`config.mk`:
```
export PLATFORM = sky130hd
export DESIGN_NAME = timer_arbiter
export DESIGN_NICKNAME = d
export VERILOG_FILES = /design/src/rtl/timer_arbiter.sv
export SDC_FILE = /design/constraint.sdc
export NUM_CORES = 1
export LEC_CHECK = 0
export CORE_ASPECT_RATIO = 2
export CORE_MARGIN = 2
export CORE_UTILIZATION = 52
export DETAILED_ROUTE_END_ITERATION = 6
export PLACE_DENSITY = 0.82
export SETUP_SLACK_MARGIN = 0.2
export SLEW_MARGIN = 10
export SYNTH_ARGS = -nofsm -noshare
export SYNTH_HDL_FRONTEND = slang
export SYNTH_SLANG_ARGS = --single-unit
```
`constraint.sdc`:
```
create_clock -name clk -period 5.3 [get_ports clk]
set_clock_uncertainty 0.1 [all_clocks]
set_input_delay 1.06 -clock clk [delete_from_list [all_inputs] [get_ports clk]]
set_output_delay 1.06 -clock clk [all_outputs]
set_load 0.005 [all_outputs]
```
`src/rtl/timer_arbiter.sv`:
```
// timer_arbiter: time-shares one interval counter among NUM_REQ requesters.
// Optional: define TIMER_ARB_FIXED_PRIORITY_EN for lowest-index-wins arbitration.
module timer_arbiter #(
  parameter int NUM_REQ         = 4,
  parameter int NUM_BITS        = 4,
  parameter int TICKS_PER_GRANT = 2
) (
  input  logic                         clk,
  input  logic                         rst,
  input  logic [NUM_REQ-1:0]           req,
  input  logic [NUM_REQ*NUM_BITS-1:0]  req_period,
  output logic [NUM_REQ-1:0]           grant,
  output logic                         busy,
  output logic [NUM_REQ-1:0]           tick,
  output logic [NUM_REQ-1:0]           done,
  output logic [NUM_BITS-1:0]          count_out
);

  localparam int IW = $clog2(NUM_REQ);
  localparam int TW = $clog2(TICKS_PER_GRANT + 1);

  typedef enum logic [1:0] {IDLE, RUN, DONE} state_t;

  state_t              state;
  logic [IW-1:0]       rr_q;
  logic [IW-1:0]       own_q;
  logic [IW-1:0]       win_idx;
  logic [IW-1:0]       rr_nxt;
  logic [NUM_REQ-1:0]  win_oh;
  logic [NUM_BITS-1:0] per_q;
  logic [NUM_BITS-1:0] win_per;
  logic [NUM_BITS-1:0] cnt_nxt;
  logic [TW-1:0]       tcnt_q;
  logic                last_tick;

  // Scan from the rr pointer; in fixed mode it stays 0, giving lowest-index.
  always_comb begin
    logic [IW:0] j;
    logic [IW-1:0] k;
    logic found;
    j = '0;
    k = '0;
    found = 1'b0;
    win_idx = '0;
    for (int i = 0; i < NUM_REQ; i++) begin
      j = {1'b0, rr_q} + (IW+1)'(i);
      if (j >= (IW+1)'(NUM_REQ)) j = j - (IW+1)'(NUM_REQ);
      k = j[IW-1:0];
      if (!found && req[k]) begin
        found = 1'b1;
        win_idx = k;
      end
    end
  end

  always_comb begin
    win_oh  = NUM_REQ'(1) << win_idx;
    win_per = req_period[win_idx*NUM_BITS +: NUM_BITS];
`ifdef TIMER_ARB_FIXED_PRIORITY_EN
    rr_nxt  = '0;
`else
    rr_nxt  = (win_idx == IW'(NUM_REQ-1)) ? '0 : win_idx + 1'b1;
`endif
    cnt_nxt   = (count_out == per_q) ? NUM_BITS'(1) : count_out + 1'b1;
    last_tick = (tick != '0) && (tcnt_q == TW'(TICKS_PER_GRANT-1));
  end

  always_ff @(posedge clk) begin
    if (rst) begin
      state     <= IDLE;
      grant     <= '0;
      busy      <= 1'b0;
      tick      <= '0;
      done      <= '0;
      count_out <= '0;
      rr_q      <= '0;
      own_q     <= '0;
      per_q     <= '0;
      tcnt_q    <= '0;
    end else begin
      tick <= '0;
      done <= '0;
      unique case (state)
        IDLE: begin
          if (|req) begin
            state     <= RUN;
            grant     <= win_oh;
            busy      <= 1'b1;
            count_out <= '0;
            own_q     <= win_idx;
            rr_q      <= rr_nxt;
            tcnt_q    <= '0;
            per_q     <= (win_per == '0) ? NUM_BITS'(1) : win_per;
          end
        end
        RUN: begin
          // Abort beats a coincident final tick.
          if (!req[own_q]) begin
            state     <= IDLE;
            grant     <= '0;
            busy      <= 1'b0;
            count_out <= '0;
          end else if (last_tick) begin
            state     <= DONE;
            done      <= grant;
            grant     <= '0;
            busy      <= 1'b0;
            count_out <= '0;
          end else begin
            if (tick != '0) tcnt_q <= tcnt_q + 1'b1;
            count_out <= cnt_nxt;
            if (cnt_nxt == per_q) tick <= grant;
          end
        end
        DONE: state <= IDLE;
        default: state <= IDLE;
      endcase
    end
  end

endmodule

```
[After elaboration in Yosys (flattened, before gate mapping)]
Index checks and enable logic that the tools add are counted.
Word-level totals
  register bits after elaboration: 29
  output and inout bits: 17
  input bits: 22
  logic and storage cells: 109
Operators by class
  muxes and demuxes: 45
  equal/unequal tests: 10
  shifts and indexed selects: 2
  order comparisons: 9
  add/subtract/negate cells: 10
  reductions and logical operators: 19
  bitwise operators: 4
Operators by type and width (number)
  $mux 2: 16
  $mux 4: 8
  $pmux 4 s2: 2
  $shiftx 16x5->4: 1
  $lt 2x3->1 const B: 5
  $mux 1: 11
  $bmux 1 s2: 5
  $ge 3x3->1 const B: 3
  $eq 4x4->1: 2
  $ne 2x2->1 const B: 4
  $pmux 2 s2: 2
  $reduce_or 4->1: 2
  $sub 2x1->2 const B: 4
  $add 2x2->3 const B: 2
  $reduce_and 2->1: 3
  $reduce_and 5->1: 1
  $reduce_or 5->1: 1
  $add 2x1->2 const B: 2
  $add 4x1->4 const B: 1
  $eq 2x1->1 const B: 2
  $logic_and 1x1->1: 4
  $logic_not 4->1: 1
  $not 1->1: 4
  $reduce_bool 4->1: 1
  10 further kinds: 12

[Logic depth before layout (Yosys ltp)]
  depth in word-level cells: 17
  depth in mapped cells: 8
  gate-level depth less buffers: 7

[Worst setup path before layout]
Ideal clock, no wire load.
  path kind: input -> register
  start: input req[0]
  end: register per_q[1]
  required time: 5.134 ns
  arrival: 2.277 ns
  library setup time: 0.066 ns
  buffers on the path: 1
  setup slack: 2.857 ns
  stages: 7
  path through: and2_4 -> and2_0 -> or3_1 -> buf_6 -> and3_4 -> o31ai_1 -> nor2b_1
On the way
  word-level cells in the longest chain between the ends: 15
  elaborated cells on any way between the ends: 26
  those cells by class: shift (1); mux (16); reduce/logical (9)
RTL lines
  start, declared: line 10  | input logic [NUM_REQ-1:0] req,
  $bmux 1 s2: line 49  | if (!found && req[k]) begin
  $mux 1 (not written as such): line 49
  $mux 1: line 49
  $logic_not 1->1: line 49
  $logic_and 1x1->1: line 49
  $mux 1: line 49
  $logic_not 1->1: line 49
  $logic_and 1x1->1: line 49
  $mux 1: line 49
  $logic_not 1->1: line 49
  $logic_and 1x1->1: line 49
  $mux 2: line 49
  $shiftx 16x5->4: line 58  | win_per = req_period[win_idx*NUM_BITS +: NUM_BITS];
  $logic_not 4->1: line 93  | per_q <= (win_per == '0) ? NUM_BITS'(1) : win_per;
  $mux 4: line 93
  end signal, assigned: line 93
  end, declared: line 30  | logic [NUM_BITS-1:0] per_q;
Parallel ways exist; a longest one is shown, timed or not. The select of a mux whose other input is x is not followed.
A chain may end at the register's enable or synchronous reset.

[Worst setup path in the final report]
  start: input req[2]
  end: register tcnt_q[1]
On the way
  word-level cells in the longest chain between the ends: 4
  elaborated cells on any way between the ends: 6
  those cells by class: eq/ne (2); mux (2); reduce/logical (2)
RTL lines
  $bmux 1 s2: line 98  | if (!req[own_q]) begin
  $mux 1 (not written as such): line 98
  $ne 2x2->1 (no line)
  $reduce_and 5->1 (no line) *
  end signal, assigned: line 110  | if (tick != '0) tcnt_q <= tcnt_q + 1'b1;
  end, declared: line 33  | logic [TW-1:0] tcnt_q;
Every way passes the cells marked *; elsewhere a longest branch is shown, timed or not. The select of a mux whose other input is x is not followed.

==> results.yml <==
outcome:
  status: "finished clean"
final_layout:
  area_delta_synth_final_pct: 30.0
  multi_input_area_um2: 945
  fin_area_mm2: 0.00207
  layout.area.seq_um2: 581
  layout-drive-gt1-share_pct: 8.26
  num_antenna_cells: 0
  nets: 257
  fill_cells: 247
  layout_commonest_cell: "clkdlybuf4s50_1"
  finalNonFillerCells: 260
  final_cell_mix: "clkdlybuf4s50_1 (38), nor2_1 (31), dfxtp_1 (29)"
place:
  numPortBuffers: 38
  gp_congestion: 0.864
  placed_cell_area_mm2: 0.00199
  pre_cts_ws_ns: 1.83
  dp_hpwl_um: 3090
  dp.cells: 252
run:
  cap_violations: 0
sta:
  slew-limit-headroom_pct: 36.3
  hold_violations: 0
  rsz0062_at_grt: "no"
  fmax_ghz: 0.316
  tightestPinTransition_ns: 0.953
  setup_violations: 0
  final.setup.worst_slack_ns: 2.14
  fin_tns_setup_ns: 0
  maxSlewViolCount: 0
  fin_crit_sh_pct: 59.7
  period_needed_ns: 3.16
worst_setup_path:
  ff2ff_setup_slack_ns: 3.22
  r2r-end: "tcnt_q[1]$_SDFFE_PP0P_"
  slowest_stage: "clkdlybuf4s50_1"
  rr_startpoint: "state[1]$_SDFFE_PP0P_"
  cpPeakStageDelay_ns: 0.59
  cp-end-kind: "register"
  reg2reg_depth: 6
  cp.arrival_ns: 3.20
  start_kind: "input pin"
  path_cells: "clkdlybuf4s50_1 -> nor4_1 -> nor3_1 -> buf_4 -> nor2_1 -> a21oi_1 -> mux2i_1 -> nor2_1"
  required_ns: 5.33
  critPathKind: "input pin to register"
  cpMostUsedCell: "nor2_1"
  path_max_fanout: 7
routing:
  drt-initial-drc-count: 32
  antenna_left: 0
  first_pass_iters: 4
  drt_wl_total_um: 3920
  drc: 0
  via_per_inst: 5.80
  vias: 1508
  wl_per_cell_um: 15.1
floorplanning:
  dieArea_mm2: 0.00355
  fp.coreArea_mm2: 0.00294
  fp-row-count: 28
  die_w_um: 43.1
  io_pins: 39
  initial_core_util_pct: 54.1
  die_y_um: 82.2
clocking:
  cts_tree: "built"
  clk_pin_slew_ns: 0.06
  ctsResizeCount: 0
  cts_setup_buffers: 0
  root_buffer: "clkbuf_8"
  cts_hold_buf: 0
  clock_path_buffers: 2
  numCtsBuffers: 5
  clkSinkCount: 29
  clk_latency_ns: 0.28
  cts_max_level: 2
yosys:
  synth_ff_type: "dfxtp_1"
  async_flop_share_pct: 0
  synth_edf_count: 0
  synth_cell_types: 49
  yosysWarnings: 0
  yosysSeqAreaShare_pct: 36.5
  synth_nets: 217
  ys_ff_latch: 29
  postSynthCellCount: 189
  avgSynthCellArea_um2: 8.42
  synth_area_mm2: 0.00159
power:
  power_switching_mw: 0.188
  internal-power_mw: 0.403
  leakage_nw: 0.801
  switching_share_pct: 31.8
  pwr-share-comb_pct: 28.3
  p_seq_share_pct: 42.4
  ir_drop_mv: 0.212
  p_per_area_mw_per_mm2: 286
  p_clk_share_pct: 29.3
worst_hold_path:
  min-delay-start: "grant[0]$_SDFFE_PP0P_"
  min_to: "tick[0]$_SDFF_PP0_"
  hold_path.class: "register to register"
  hold_depth: 2
global_routing:
  grt.overflow.total: 0
  gr-usage-all-layers_pct: 25.2
  antenna_found_initial: 0
  grt_pass1_wl_um: 6880
  grt_max_degree: 28
  grt_pass1_vias: 1626
-- metrics by stage --
step                      utilization, %  hold WS, ns  power (mW)
after global placement              67.5        0.367       0.415
after detailed placement            67.5        0.372       0.422
final                               70.3        0.380       0.591
after global routing                70.3        0.411       0.625
after floorplan                        -        0.341       0.369
after CTS                           70.3        0.388       0.592
-- worst max path at each step --
| stage | from | to | slack [ns] | cells past startpoint |
|---|---|---|---|---|
| 2_1_floorplan | req[0] | per_q[1]$_SDFFE_PP0P_ | 2.86 | 7 |
| 3_3_place_gp | req[1] | tcnt_q[1]$_SDFFE_PP0P_ | 2.07 | 8 |
| 3_5_place_dp | req[2] | tcnt_q[1]$_SDFFE_PP0P_ | 1.83 | 8 |
| 4_1_cts | req[2] | tcnt_q[1]$_SDFFE_PP0P_ | 2.14 | 8 |
| 5_1_grt | req[2] | tcnt_q[0]$_SDFFE_PP0P_ | 1.95 | 8 |
| 6_report | req[2] | tcnt_q[1]$_SDFFE_PP0P_ | 2.14 | 8 |
-- power by group through the flow --
| stage | Sequential (mW) | Clock [mW] | Combinational, mW |
|---|---|---|---|
| after global placement | 0.255 | 0 | 0.160 |
| after detailed placement | 0.255 | 0 | 0.166 |
| after global routing | 0.253 | 0.186 | 0.186 |
| final | 0.251 | 0.173 | 0.167 |
| after CTS | 0.251 | 0.174 | 0.167 |
| after floorplan | 0.252 | 0 | 0.118 |
-- worst max-delay path: cells and delay by family --
| kind | cells | cell delay, ns |
|---|---|---|
| buf+inv | 2 | 0.86 |
| simple gates | 4 | 0.79 |
| compound gates | 1 | 0.25 |
| mux | 1 | 0.23 |
-- Yosys cell counts (2+ instances only) --
library cell | count | share of area, %
a21boi_0 | 4 | 1.9
nand2_1 | 15 | 3.5
or3_1 | 2 | 0.79
a211oi_1 | 5 | 2.4
nor2_1 | 31 | 7.3
mux2i_1 | 3 | 1.9
xor2_1 | 6 | 3.3
ha_1 | 6 | 4.7
nor4_1 | 5 | 2.0
a21oi_1 | 11 | 3.5
dfxtp_1 | 29 | 36
a22oi_1 | 4 | 1.9
nand2b_1 | 3 | 1.2
inv_1 | 7 | 1.7
nor3_1 | 4 | 1.3
and3_1 | 2 | 0.79
o31a_1 | 2 | 1.1
nand3_1 | 7 | 2.2
a31oi_1 | 2 | 0.79
clkbuf_1 | 3 | 0.71
o21ai_0 | 6 | 1.9
nor2b_1 | 4 | 1.6
xnor2_1 | 2 | 1.1
-- cell type report --
class / instances / area share (%)
clock buffer: 6 / 3.51
multi-input combinational: 146 / 45.7
timing repair buffer: 39 / 18.8
tap: 30 / 1.81
clock inverter: 2 / 0.484
inverter: 8 / 1.69
sequential: 29 / 28.1
-- flip-flops by register name, summed over array words and instances, names as in the netlist --
signal and flops:
count_out 4, tcnt_q 2, per_q 4, state 2, own_q 2, done 4, grant 4, busy 1
tick 4, rr_q 2
-- layer usage --
| metal | wire, um | track usage [%] |
|---|---|---|
| met1 | 1430 | 24.1 |
| met5 | 0 | 0 |
| met3 | 141 | 5.87 |
| met2 | 2260 | 47.5 |
| met4 | 91 | 13.9 |
-- cell families (layout without fill, tap and decap cells) --
family | after synthesis | in the layout | synth area share (%)
flip-flops | 29 | 29 | 36.5
buffers and inverters | 14 | 55 | 4.17
adder cells (fa/ha/maj) | 6 | 6 | 4.72
multiplexers | 4 | 4 | 3.30
XOR/XNOR | 8 | 8 | 4.40
AND/OR/NAND/NOR | 83 | 83 | 26.6
AO/OA/AOI/OAI | 45 | 45 | 20.4
No activity file was read; power rests on OpenSTA's default activity.
